===== src/rtl/gate_control_pq.sv =====
// Output-port gate controller: fetches a GCL entry per Qbv slot switch from external RAM, or derives gates from slot parity in Qch.
// Optional build macro GC_OVERRUN_CNT_EN adds the saturating lost-switch counter port ov_overrun_cnt.
module gate_control_pq #(
    parameter int QUEUE_NUM   = 8,
    parameter int ADDR_WIDTH  = 10,
    parameter int RAM_LATENCY = 2,
    parameter int QCH_QUEUE_A = 0,
    parameter int QCH_QUEUE_B = 1
) (
    input  logic                  i_clk,
    input  logic                  i_rst,
    input  logic                  i_qbv_or_qch,
    input  logic [ADDR_WIDTH-1:0] iv_time_slot,
    input  logic                  i_time_slot_switch,
    input  logic [QUEUE_NUM-1:0]  iv_ram_rdata,
    output logic [ADDR_WIDTH-1:0] ov_ram_raddr,
    output logic                  o_ram_rd,
    output logic [1:0]            ov_in_gate_ctrl_vector,
    output logic [QUEUE_NUM-1:0]  ov_out_gate_ctrl_vector,
    output logic                  o_gate_update
`ifdef GC_OVERRUN_CNT_EN
    ,
    output logic [15:0]           ov_overrun_cnt
`endif
);

    localparam int CNT_W = (RAM_LATENCY < 2) ? 1 : $clog2(RAM_LATENCY + 1);

    typedef enum logic [1:0] {IDLE, READ, WAIT, LOAD} state_t;

    state_t                state_q, state_d;
    logic [CNT_W-1:0]      cnt_q, cnt_d;
    logic                  pending_q, pending_d;
    logic [ADDR_WIDTH-1:0] latched_q, latched_d;
    logic [ADDR_WIDTH-1:0] raddr_q, raddr_d;
    logic                  rd_q, rd_d;
    logic [1:0]            in_gate_q, in_gate_d;
    logic [QUEUE_NUM-1:0]  out_vec_q, out_vec_d;
    logic                  upd_q, upd_d;
    logic [QUEUE_NUM-1:0]  qch_vec;

    always_comb begin
        qch_vec = '1;
        if (iv_time_slot[0])
            qch_vec[QCH_QUEUE_B] = 1'b0;
        else
            qch_vec[QCH_QUEUE_A] = 1'b0;
    end

    always_comb begin
        state_d   = state_q;
        cnt_d     = cnt_q;
        pending_d = pending_q;
        latched_d = latched_q;
        raddr_d   = raddr_q;
        rd_d      = 1'b0;
        out_vec_d = out_vec_q;
        upd_d     = 1'b0;
        in_gate_d = i_qbv_or_qch ? (iv_time_slot[0] ? 2'b10 : 2'b01) : 2'b11;

        if (i_qbv_or_qch) begin
            // Qch overrides everything and drops any read still in flight
            state_d   = IDLE;
            pending_d = 1'b0;
            out_vec_d = qch_vec;
            upd_d     = (qch_vec != out_vec_q);
        end else begin
            unique case (state_q)
                IDLE: begin
                    if (i_time_slot_switch) begin
                        raddr_d   = iv_time_slot;
                        rd_d      = 1'b1;
                        pending_d = 1'b0;
                        state_d   = READ;
                    end else if (pending_q) begin
                        raddr_d   = latched_q;
                        rd_d      = 1'b1;
                        pending_d = 1'b0;
                        state_d   = READ;
                    end
                end
                READ: begin
                    cnt_d   = CNT_W'(RAM_LATENCY - 1);
                    state_d = (RAM_LATENCY == 1) ? LOAD : WAIT;
                    if (i_time_slot_switch) begin
                        pending_d = 1'b1;
                        latched_d = iv_time_slot;
                    end
                end
                WAIT: begin
                    if (cnt_q == CNT_W'(1))
                        state_d = LOAD;
                    else
                        cnt_d = cnt_q - CNT_W'(1);
                    if (i_time_slot_switch) begin
                        pending_d = 1'b1;
                        latched_d = iv_time_slot;
                    end
                end
                LOAD: begin
                    out_vec_d = iv_ram_rdata;
                    upd_d     = 1'b1;
                    if (pending_q) begin
                        raddr_d   = latched_q;
                        rd_d      = 1'b1;
                        pending_d = 1'b0;
                        state_d   = READ;
                    end else begin
                        state_d = IDLE;
                    end
                    // A switch here queues behind the read just issued
                    if (i_time_slot_switch) begin
                        pending_d = 1'b1;
                        latched_d = iv_time_slot;
                    end
                end
                default: state_d = IDLE;
            endcase
        end
    end

    always_ff @(posedge i_clk) begin
        if (i_rst) begin
            state_q   <= IDLE;
            cnt_q     <= '0;
            pending_q <= 1'b0;
            latched_q <= '0;
            raddr_q   <= '0;
            rd_q      <= 1'b0;
            in_gate_q <= 2'b00;
            out_vec_q <= '0;
            upd_q     <= 1'b0;
        end else begin
            state_q   <= state_d;
            cnt_q     <= cnt_d;
            pending_q <= pending_d;
            latched_q <= latched_d;
            raddr_q   <= raddr_d;
            rd_q      <= rd_d;
            in_gate_q <= in_gate_d;
            out_vec_q <= out_vec_d;
            upd_q     <= upd_d;
        end
    end

`ifdef GC_OVERRUN_CNT_EN
    logic        overrun;
    logic [15:0] ovr_q, ovr_d;

    // A switch lands on an unconsumed pending slot (LOAD consumes it in the same cycle)
    assign overrun = !i_qbv_or_qch && i_time_slot_switch && pending_q && (state_q != LOAD);

    always_comb begin
        ovr_d = ovr_q;
        if (overrun && (ovr_q != 16'hFFFF))
            ovr_d = ovr_q + 16'd1;
    end

    always_ff @(posedge i_clk) begin
        if (i_rst)
            ovr_q <= 16'd0;
        else
            ovr_q <= ovr_d;
    end

    assign ov_overrun_cnt = ovr_q;
`endif

    assign ov_ram_raddr            = raddr_q;
    assign o_ram_rd                = rd_q;
    assign ov_in_gate_ctrl_vector  = in_gate_q;
    assign ov_out_gate_ctrl_vector = out_vec_q;
    assign o_gate_update           = upd_q;

endmodule


===== config.mk =====
export PLATFORM = sky130hd
export DESIGN_NAME = gate_control_pq
export DESIGN_NICKNAME = d
export VERILOG_FILES = /design/src/rtl/gate_control_pq.sv
export SDC_FILE = /design/constraint.sdc
export NUM_CORES = 1
export LEC_CHECK = 0
export ABC_AREA = 1
export BUFFER_PORTS_ARGS = -buffer_cell sky130_fd_sc_hd__buf_2
export CORE_MARGIN = 8
export CORE_UTILIZATION = 56
export CTS_CLUSTER_SIZE = 8
export DETAILED_ROUTE_END_ITERATION = 16
export PLACE_DENSITY_LB_ADDON = 0.2
export SLEW_MARGIN = 20
export SYNTH_ARGS = -nofsm -noshare
export SYNTH_HDL_FRONTEND = slang
export SYNTH_SLANG_ARGS = --single-unit
export TNS_END_PERCENT = 30

===== constraint.sdc =====
create_clock -name i_clk -period 2.92 [get_ports i_clk]
set_input_delay 0.438 -clock i_clk [delete_from_list [all_inputs] [get_ports i_clk]]
set_output_delay 0.438 -clock i_clk [all_outputs]
set_load 0.02 [all_outputs]

==> impl_metrics.py, run 1 <==
metrics = {
    "run_status": {
        "outcome": "finished, final reports clean",
    },
    "global_route": {
        "met3_usage": 0.0646,
        "busiest_layer": "met2",
        "grt.overflow.total": 0,
        "met2_usage": 0.263,
        "grt_use_met1": 0.174,
        "grt_pass1_wl_um": 6760,
        "antenna_found_initial": 0,
        "grt_max_degree": 29,
        "grt_usage": 0.159,
        "first_global_vias": 1621,
    },
    "placed_design": {
        "portBuffers": 43,
        "post-place-ws_ns": 1.28,
        "gp_congestion": 0.793,
        "dp_hpwl_um": 2880,
    },
    "drt": {
        "viasPerCell": 4.77,
        "ant_nets": 0,
        "first_iter_violations": 165,
        "wirelength_um": 3910,
        "drt-pass1-iter-count": 4,
        "wl_per_cell_um": 11.5,
        "vias": 1617,
        "route.detailed.drc": 0,
    },
    "timing": {
        "maxSlewViolCount": 0,
        "rsz0062_at_grt": "no",
        "setup-tns-final_ns": 0,
        "worst_pin_slew_ns": 0.431,
        "slew_headroom": 0.712,
        "min_period_ns": 1.65,
        "max_freq_mhz": 607,
        "fin_crit_sh": 0.564,
        "finalSetupViolations": 0,
        "hold_viol_final": 0,
        "fin_skew_ns": 0.00906,
        "fin_ws_ns": 1.27,
    },
    "floorplanning": {
        "core_sq_um": 3050,
        "die-height_um": 72.6,
        "die_w_um": 72.6,
        "initial_core_util": 0.588,
        "dieArea_sq_um": 5270,
        "ios": 44,
        "std_cell_rows": 20,
    },
    "setup_path": {
        "end_kind": "flip-flop",
        "cp-start-kind": "flip-flop",
        "critPathRequiredTime_ns": 3.17,
        "path_class": "reg2reg",
        "worstPathArrival_ns": 1.89,
        "reg2reg_slack_ns": 1.27,
        "critPathMaxFanout": 12,
    },
    "yosys": {
        "yosys.area.top_type": "dfxtp_1",
        "synth_warnings": 0,
        "syn_avg_cell_area_sq_um": 7.12,
        "synth_ff_type": "dfxtp_1",
        "yosys.cell_types.count": 30,
        "yosysSeqAreaShare": 0.413,
        "syn-num-nets": 279,
        "synth_cells": 252,
        "synth-edff-count": 0,
        "ys_top_cells_by_area": "dfxtp_1, nand2_1, nor2_1, inv_1, nand3_1",
        "synthesis.area_sq_um": 1790,
        "yosys.area.top_type_share": 0.413,
        "synth_seq_cells": 37,
        "synth_async_sr_flop_share": 0,
    },
    "clocking": {
        "h-tree-depth": 2,
        "tritoncts": "done",
        "numCtsBuffers": 5,
        "cts-resized-gates": 0,
        "post-cts-setup-buffers": 0,
        "hold_buffers": 0,
        "clock_sinks": 37,
        "root_buffer": "clkbuf_4",
        "cts_buffer_depth": 2,
        "clock_latency_ns": 0.35,
        "clk_pin_slew_ns": 0.10,
    },
    "layout": {
        "insertedDiodeCount": 0,
        "drive_above_1_share": 0.237,
        "fillers": 286,
        "final_cell_mix": "nand2_1, nor2_1, buf_2",
        "final_common_cell": "nand2_1",
        "areaGrowthSynthToFinish_pct": 15.1,
        "nNetsFinal": 321,
    },
    "pwr": {
        "p_per_area_nw_per_um2": 551,
        "p_leak_nw": 0.999,
        "ir_drop_v": 0.000362,
    },
    "worst_hold_path": {
        "worstHoldPathType": "in2reg",
    },
    "run": {
        "drv_cap": 0,
    },
}
[worst max-delay path: stages, from the launching register on]
cell,delay [ns]
dfxtp_1,0.37
ha_1,0.27
inv_2,0.22
nand2_4,0.17
a21oi_4,0.32
nand2_1,0.10
nand2_1,0.07
nor2_1,0.04
[routing by layer]
metal | vias to the layer above | wire length [um] | part of all wire
met3 | 6 | 272 | 0.069
met5 | - | 0 | 0
met4 | 0 | 59 | 0.015
li1 | 867 | - | -
met2 | 42 | 1860 | 0.47
met1 | 702 | 1720 | 0.44
[registers in the layout (all words and copies together), names as in the netlist, 2 cells and up]
register,count
cnt_q,2
latched_q,10
ov_in_gate_ctrl_vector,2
ov_out_gate_ctrl_vector,8
ov_ram_raddr,10
state_q,2
[through the flow]
stage | power, W | hold slack (ns) | util | area (sq um) | cells
CTS | 0.00115 | 0.318 | 0.677 | 2070 | 339
global placement | 0.000775 | 0.455 | 0.649 | 1980 | 331
finish | 0.00114 | 0.326 | 0.677 | 2070 | 339
global route | 0.00120 | 0.328 | 0.677 | 2070 | 339
detailed placement | 0.000780 | 0.457 | 0.649 | 1980 | 331
floorplan | 0.000724 | 0.439 | - | 1790 | 252
[where the power goes]
| part | switching (W) | total (W) | internal, W |
|---|---|---|---|
| Combinational | 0.000135 | 0.000210 | 0.0000753 |
| Sequential | 0.0000189 | 0.000557 | 0.000538 |
| Clock | 0.000166 | 0.000371 | 0.000204 |
| Total | 0.000320 | 0.00114 | 0.000818 |
[final cells by class]
class | count | area [sq um] | share of cell area
Multi-Input combinational cell | 179 | 865 | 0.419
Timing Repair Buffer | 43 | 215 | 0.104
Inverter | 28 | 105 | 0.0509
Clock inverter | 1 | 30.0 | 0.0145
Clock buffer | 7 | 55.1 | 0.0267
Tap cell | 44 | 55.1 | 0.0267
Sequential cell | 37 | 741 | 0.359
[synth_stat cells (2+ instances only)]
cell / number
or2_2: 2
nand3b_1: 3
inv_1: 22
a21oi_1: 10
inv_2: 5
clkbuf_8: 2
o21ai_1: 5
nand2_1: 55
dfxtp_1: 37
o211ai_1: 2
nand3_1: 14
o21ai_0: 13
buf_4: 2
nand2_4: 2
buf_2: 2
nor2_1: 52
nand2_2: 4
ha_1: 5
nor2_2: 4
[cell families (layout without fill, tap and decap cells)]
family	count (synthesis)	count (layout)	share of synthesized area
buf+inv	36	79	0.105
flops	37	37	0.413
fa+ha+maj	5	5	0.0349
compound gates	35	35	0.112
simple gates	139	139	0.335
[path summary, 6_finish.rpt]
check,start,endpoint,depth (start not counted)
setup / recovery,state_q[1]$_SDFFE_PP0P_,ov_ram_raddr[0]$_SDFFE_PP0P_,7
hold / removal,iv_ram_rdata[4],ov_out_gate_ctrl_vector[4]$_SDFFE_PP0P_,3
setup reg to reg,state_q[1]$_SDFFE_PP0P_,ov_ram_raddr[0]$_SDFFE_PP0P_,7
hold reg to reg,ov_ram_raddr[8]$_SDFFE_PP0P_,ov_ram_raddr[8]$_SDFFE_PP0P_,2
(Power assumes the default switching activity.)
==> inputs of run 2 (changes only) <==
--- a/config.mk
+++ b/config.mk
@@ -8,7 +8,7 @@
 export ABC_AREA = 1
 export BUFFER_PORTS_ARGS = -buffer_cell sky130_fd_sc_hd__buf_2
 export CORE_MARGIN = 8
-export CORE_UTILIZATION = 56
+export CORE_UTILIZATION = 47
 export CTS_CLUSTER_SIZE = 8
 export DETAILED_ROUTE_END_ITERATION = 16
 export PLACE_DENSITY_LB_ADDON = 0.2
==> constraint.sdc (replaced) <==
create_clock -name i_clk -period 1.4 [get_ports i_clk]
set_input_delay 0.21 -clock i_clk [delete_from_list [all_inputs] [get_ports i_clk]]
set_output_delay 0.21 -clock i_clk [all_outputs]
set_load 0.02 [all_outputs]
==> run 2 against run 1 <==
Against the previous run: sequential share of layout area decreased by 3.3 points; largest power group unchanged; via count grew 6.7%; worst setup slack lost 1.2 ns.
==> impl_metrics.py, run 2 (same netlist as run 1, synthesis figures left out) <==
metrics = {
    "drt": {
        "wirelength_um": 4240,
        "wl_per_cell_um": 11.8,
        "drt-pass1-iter-count": 4,
        "viasPerCell": 4.81,
        "first_iter_violations": 167,
        "ant_nets": 0,
        "route.detailed.drc": 0,
        "vias": 1725,
    },
    "layout": {
        "drive_above_1_share": 0.309,
        "fillers": 353,
        "utilization": 0.623,
        "areaGrowthSynthToFinish_pct": 27.1,
        "final_cell_mix": "nand2_1, nor2_1, buf_2",
        "final_common_cell": "nand2_1",
        "stdcell_count": 359,
        "insertedDiodeCount": 0,
        "nNetsFinal": 337,
    },
    "timing": {
        "setup-tns-final_ns": 0,
        "slew_headroom": 0.708,
        "max_freq_mhz": 751,
        "holdWs_ns": 0.163,
        "fin_ws_ns": 0.0679,
        "hold_viol_final": 0,
        "fin_crit_sh": 0.951,
        "finalSetupViolations": 0,
        "worst_pin_slew_ns": 0.437,
        "fin_skew_ns": 0.00728,
        "maxSlewViolCount": 0,
        "min_period_ns": 1.33,
        "rsz0062_at_grt": "yes",
    },
    "worst_hold_path": {
        "worstHoldPathType": "in2reg",
    },
    "clocking": {
        "clock_latency_ns": 0.29,
        "clk_pin_slew_ns": 0.08,
        "root_buffer": "clkbuf_8",
        "h-tree-depth": 2,
        "clock_sinks": 37,
        "tritoncts": "done",
        "cts_buffer_depth": 2,
        "numCtsBuffers": 5,
    },
    "setup_path": {
        "r2r_cells": 9,
        "worstPathArrival_ns": 1.52,
        "startpoint": "state_q[1]$_SDFFE_PP0P_",
        "end_kind": "flip-flop",
        "crit_path_end": "ov_ram_raddr[6]$_SDFFE_PP0P_",
        "r2r_start": "state_q[1]$_SDFFE_PP0P_",
        "critPathMaxFanout": 6,
        "critPathRequiredTime_ns": 1.59,
        "cp-start-kind": "flip-flop",
        "timing.rr.end": "ov_ram_raddr[6]$_SDFFE_PP0P_",
        "reg2reg_slack_ns": 0.07,
        "path_class": "reg2reg",
    },
    "placed_design": {
        "dp_cells": 349,
        "portBuffers": 43,
        "dp_hpwl_um": 3030,
        "gp_congestion": 0.786,
        "post-place-ws_ns": -0.0379,
    },
    "pwr": {
        "p_clk_frac": 0.362,
        "p_sw_w": 0.000710,
        "ir_drop_v": 0.000732,
        "p_leak_nw": 1.10,
        "swShare": 0.271,
        "p_seq_frac": 0.442,
        "comb_power_share": 0.195,
        "p_per_area_nw_per_um2": 1150,
        "internal_power_w": 0.00192,
    },
    "floorplanning": {
        "die_w_um": 77.8,
        "ios": 44,
        "initial_core_util": 0.490,
        "die-height_um": 77.8,
        "dieArea_sq_um": 6050,
        "core_sq_um": 3660,
        "std_cell_rows": 22,
    },
    "run": {
        "drv_cap": 0,
    },
    "global_route": {
        "grt.overflow.total": 0,
        "grt_pass1_wl_um": 7180,
        "met3_usage": 0.0472,
        "busiest_layer": "met2",
        "grt_max_degree": 29,
        "grt_use_met1": 0.161,
        "antenna_found_initial": 0,
        "first_global_vias": 1645,
        "grt_usage": 0.144,
        "met2_usage": 0.240,
    },
    "run_status": {
        "outcome": "finished, final reports clean",
    },
}
run 2: cell types whose count changed in the layout (fill, tap and decap cells not counted), sizes merged:
cell	delta
clkbuf	+1
buf	+15
run 2: power groups by stage:
stage	sequential, W	clock [W]	combinational (W)
global placement	0.00118	0	0.000478
detailed placement	0.00118	0	0.000483
finish	0.00116	0.000951	0.000513
global route	0.00117	0.00102	0.000572
floorplan	0.00124	0	0.000275
CTS	0.00116	0.000964	0.000498
run 2: layout make-up:
cell class              count  area, sq um  share of cell area
clock buffers               7         86.3              0.0378
clock inverters             1         30.0              0.0132
inverters                  28          105              0.0461
multi-input cells         179          887               0.389
flip-flops and latches     37          743               0.326
well taps                  48         60.1              0.0263
repair buffers             59          369               0.162
run 2: per-stage QoR:
stage / cell area [sq um] / power (W)
finish: 2280 / 0.00263
detailed placement: 2100 / 0.00167
floorplan: 1810 / 0.00152
CTS: 2240 / 0.00262
global route: 2280 / 0.00276
global placement: 2100 / 0.00166
run 2: metal layers:
| layer | wire [um] | up-vias |
|---|---|---|
| met3 | 221 | 10 |
| met2 | 1980 | 42 |
| li1 | - | 902 |
| met1 | 1940 | 771 |
| met5 | 0 | - |
| met4 | 99 | 0 |
run 2: critical path, cell delays in order, from the launching register on:
cell and delay, ns:
dfxtp_2 0.35, inv_2 0.06, ha_4 0.23, inv_2 0.06, nand2_4 0.05, a21oi_4 0.19
buf_12 0.15, nand2_1 0.06, nand2_1 0.07, nor2_2 0.03
run 2: repair_timing:
item	in CTS	in global routing
setup endpoints to repair	7	18
gates resized for setup	1	10
setup buffers	1	0
hold buffers	0	0
endpoints found under the hold margin	0	0
gates cloned	0	1
pin swaps	0	2
run 2: how the worst min path moves through the flow:
stage                     from                                 endpoint  slack [ns]  cells past startpoint
2_1_floorplan            i_rst             ov_ram_raddr[8]$_SDFFE_PP0P_        0.27                      1
3_5_place_dp   iv_ram_rdata[4]  ov_out_gate_ctrl_vector[4]$_SDFFE_PP0P_        0.45                      3
4_1_cts        iv_ram_rdata[4]  ov_out_gate_ctrl_vector[4]$_SDFFE_PP0P_        0.16                      3
5_1_grt        iv_time_slot[8]                latched_q[8]$_SDFFE_PP0P_        0.18                      3
3_3_place_gp   iv_ram_rdata[4]  ov_out_gate_ctrl_vector[4]$_SDFFE_PP0P_        0.45                      3
6_report       iv_ram_rdata[4]  ov_out_gate_ctrl_vector[4]$_SDFFE_PP0P_        0.16                      3
==> inputs of run 3 (changes only) <==
--- a/config.mk
+++ b/config.mk
@@ -12,6 +12,7 @@
 export CTS_CLUSTER_SIZE = 8
 export DETAILED_ROUTE_END_ITERATION = 16
 export PLACE_DENSITY_LB_ADDON = 0.2
+export REMOVE_ABC_BUFFERS = 1
 export SLEW_MARGIN = 20
 export SYNTH_ARGS = -nofsm -noshare
 export SYNTH_HDL_FRONTEND = slang
==> run 3 against run 2 <==
Against the previous run: worst hold slack worse by 0.0014 ns; combinational power is 2% higher; global-route usage is 0.30 points higher; die area stayed put; core utilization is 0.31 points higher; clock power is 21% lower; total power is 7.2% lower; largest power group unchanged.
==> impl_metrics.py, run 3 (same netlist as run 1, synthesis figures left out) <==
metrics = {
    "setup_path": {
        "worstPathCellList": "inv_2 -> buf_4 -> ha_2 -> inv_2 -> nand3_4 -> buf_6 -> o21ai_1 -> nor2_1",
        "cp_common_cell": "inv_2",
        "r2r_cells": 8,
        "path_class": "reg2reg",
        "critPathRequiredTime_ns": 1.58,
        "timing.rr.end": "latched_q[7]$_SDFFE_PP0P_",
        "cp-start-kind": "flip-flop",
        "max_stage_delay_ns": 0.35,
        "r2r_start": "state_q[0]$_SDFFE_PP0P_",
        "reg2reg_slack_ns": 0.06,
        "cp.buffers_inverters": 4,
        "end_kind": "flip-flop",
        "worstPathArrival_ns": 1.52,
        "critPathMaxFanout": 5,
        "slowest_stage": "dfxtp_2",
        "critPathTopFamily": "buffers and inverters",
    },
    "drt": {
        "wl_per_cell_um": 12.3,
        "viasPerCell": 4.75,
        "route.detailed.drc": 0,
        "wirelength_um": 4410,
        "ant_nets": 0,
        "first_iter_violations": 112,
        "drt-pass1-iter-count": 4,
        "vias": 1704,
    },
    "global_route": {
        "busiest_layer": "met2",
        "grt_pass1_wl_um": 7330,
        "met2_usage": 0.252,
        "antenna_found_initial": 0,
        "grt.overflow.total": 0,
        "first_global_vias": 1701,
        "grt_usage": 0.146,
        "met3_usage": 0.0507,
        "grt_use_met1": 0.160,
        "grt_max_degree": 29,
    },
    "timing": {
        "setup-tns-final_ns": 0,
        "maxSlewViolCount": 0,
        "slew_headroom": 0.681,
        "rsz0062_at_grt": "yes",
        "min_period_ns": 1.34,
        "fin_skew_ns": 0.00738,
        "hold_viol_final": 0,
        "holdWs_ns": 0.161,
        "max_freq_mhz": 746,
        "finalSetupViolations": 0,
        "worst_pin_slew_ns": 0.478,
        "fin_crit_sh": 0.957,
    },
    "floorplanning": {
        "initial_core_util": 0.490,
        "die_w_um": 77.8,
        "std_cell_rows": 22,
        "core_sq_um": 3660,
        "ios": 44,
        "die-height_um": 77.8,
        "dieArea_sq_um": 6050,
    },
    "clocking": {
        "root_buffer": "clkbuf_8",
        "h-tree-depth": 2,
        "tritoncts": "done",
        "clk_pin_slew_ns": 0.07,
        "clock_latency_ns": 0.29,
        "hold_buffers": 0,
        "cts_buffer_depth": 2,
        "numCtsBuffers": 5,
        "clock_sinks": 37,
    },
    "layout": {
        "final_common_cell": "nand2_1",
        "final_cell_mix": "nand2_1, nor2_1, buf_2",
        "nNetsFinal": 338,
        "drive_above_1_share": 0.334,
        "insertedDiodeCount": 0,
        "utilization": 0.626,
        "areaGrowthSynthToFinish_pct": 27.8,
    },
    "worst_hold_path": {
        "min_to": "ov_out_gate_ctrl_vector[6]$_SDFFE_PP0P_",
        "min_path_cells": 3,
        "worstHoldPathType": "in2reg",
        "min-delay-start": "iv_ram_rdata[6]",
    },
    "pwr": {
        "p_clk_frac": 0.308,
        "p_per_area_nw_per_um2": 1060,
        "ir_drop_v": 0.000685,
        "internal_power_w": 0.00172,
        "p_seq_frac": 0.477,
        "p_sw_w": 0.000715,
        "p_leak_nw": 1.09,
        "comb_power_share": 0.216,
        "swShare": 0.293,
    },
    "placed_design": {
        "gp_congestion": 0.793,
        "portBuffers": 43,
        "dp_hpwl_um": 3190,
    },
    "run": {
        "drv_cap": 0,
    },
    "run_status": {
        "outcome": "finished, final reports clean",
    },
}
-- run 3: through the flow --
| stage | area (sq um) | instances | worst slack (ns) | power, W |
|---|---|---|---|---|
| global route | 2290 | 359 | -0.0233 | 0.00258 |
| global placement | 2080 | 348 | -0.00652 | 0.00165 |
| finish | 2290 | 359 | 0.0599 | 0.00244 |
| detailed placement | 2080 | 348 | -0.0598 | 0.00166 |
| floorplan | 1710 | 244 | -0.0356 | 0.00148 |
| CTS | 2180 | 356 | 0.00301 | 0.00241 |
-- run 3: power by group through the flow --
stage	clock [W]	combinational (W)	sequential (W)
floorplan	0	0.000238	0.00124
global placement	0	0.000467	0.00118
detailed placement	0	0.000475	0.00118
CTS	0.000771	0.000483	0.00116
global route	0.000821	0.000589	0.00117
finish	0.000749	0.000525	0.00116
-- run 3: worst max path at each step --
stage                            startpoint                      endpoint  slack, ns  depth (start not counted)
detailed placement  state_q[0]$_SDFFE_PP0P_  ov_ram_raddr[3]$_SDFFE_PP0P_      -0.06                          8
global route        state_q[0]$_SDFFE_PP0P_     latched_q[7]$_SDFFE_PP0P_      -0.02                          8
floorplan           state_q[0]$_SDFFE_PP0P_  ov_ram_raddr[2]$_SDFFE_PP0P_      -0.04                          8
finish              state_q[0]$_SDFFE_PP0P_     latched_q[7]$_SDFFE_PP0P_       0.06                          8
global placement    state_q[0]$_SDFFE_PP0P_     latched_q[1]$_SDFFE_PP0P_     -0.007                          8
CTS                 state_q[0]$_SDFFE_PP0P_     latched_q[5]$_SDFFE_PP0P_      0.003                          8
-- run 3: cell type report --
type                       count  area [sq um]
multi-input combinational    180           941
timing repair buffer          59           354
tap                           48          60.1
sequential                    37           743
clock buffer                   7          86.3
fill                         339          1370
inverter                      28           108
-- run 3: routing by layer --
| layer | vias to the layer above | wire (um) |
|---|---|---|
| li1 | 910 | - |
| met4 | 0 | 60 |
| met5 | - | 0 |
| met1 | 754 | 1970 |
| met3 | 5 | 221 |
| met2 | 35 | 2160 |
-- run 3: worst register-to-register path, cell delays in order (launching register included) --
cell and delay [ns]:
dfxtp_2 0.35, inv_2 0.05, buf_4 0.14, ha_2 0.19
inv_2 0.07, nand3_4 0.09, buf_6 0.15, o21ai_1 0.13
nor2_1 0.06
-- run 3: what timing repair did --
item	4_1_cts	5_1_grt
setup buffers	0	2
resized for setup	2	34
pin swaps	0	2
endpoints found under the setup margin	15	26
cloned	1	1
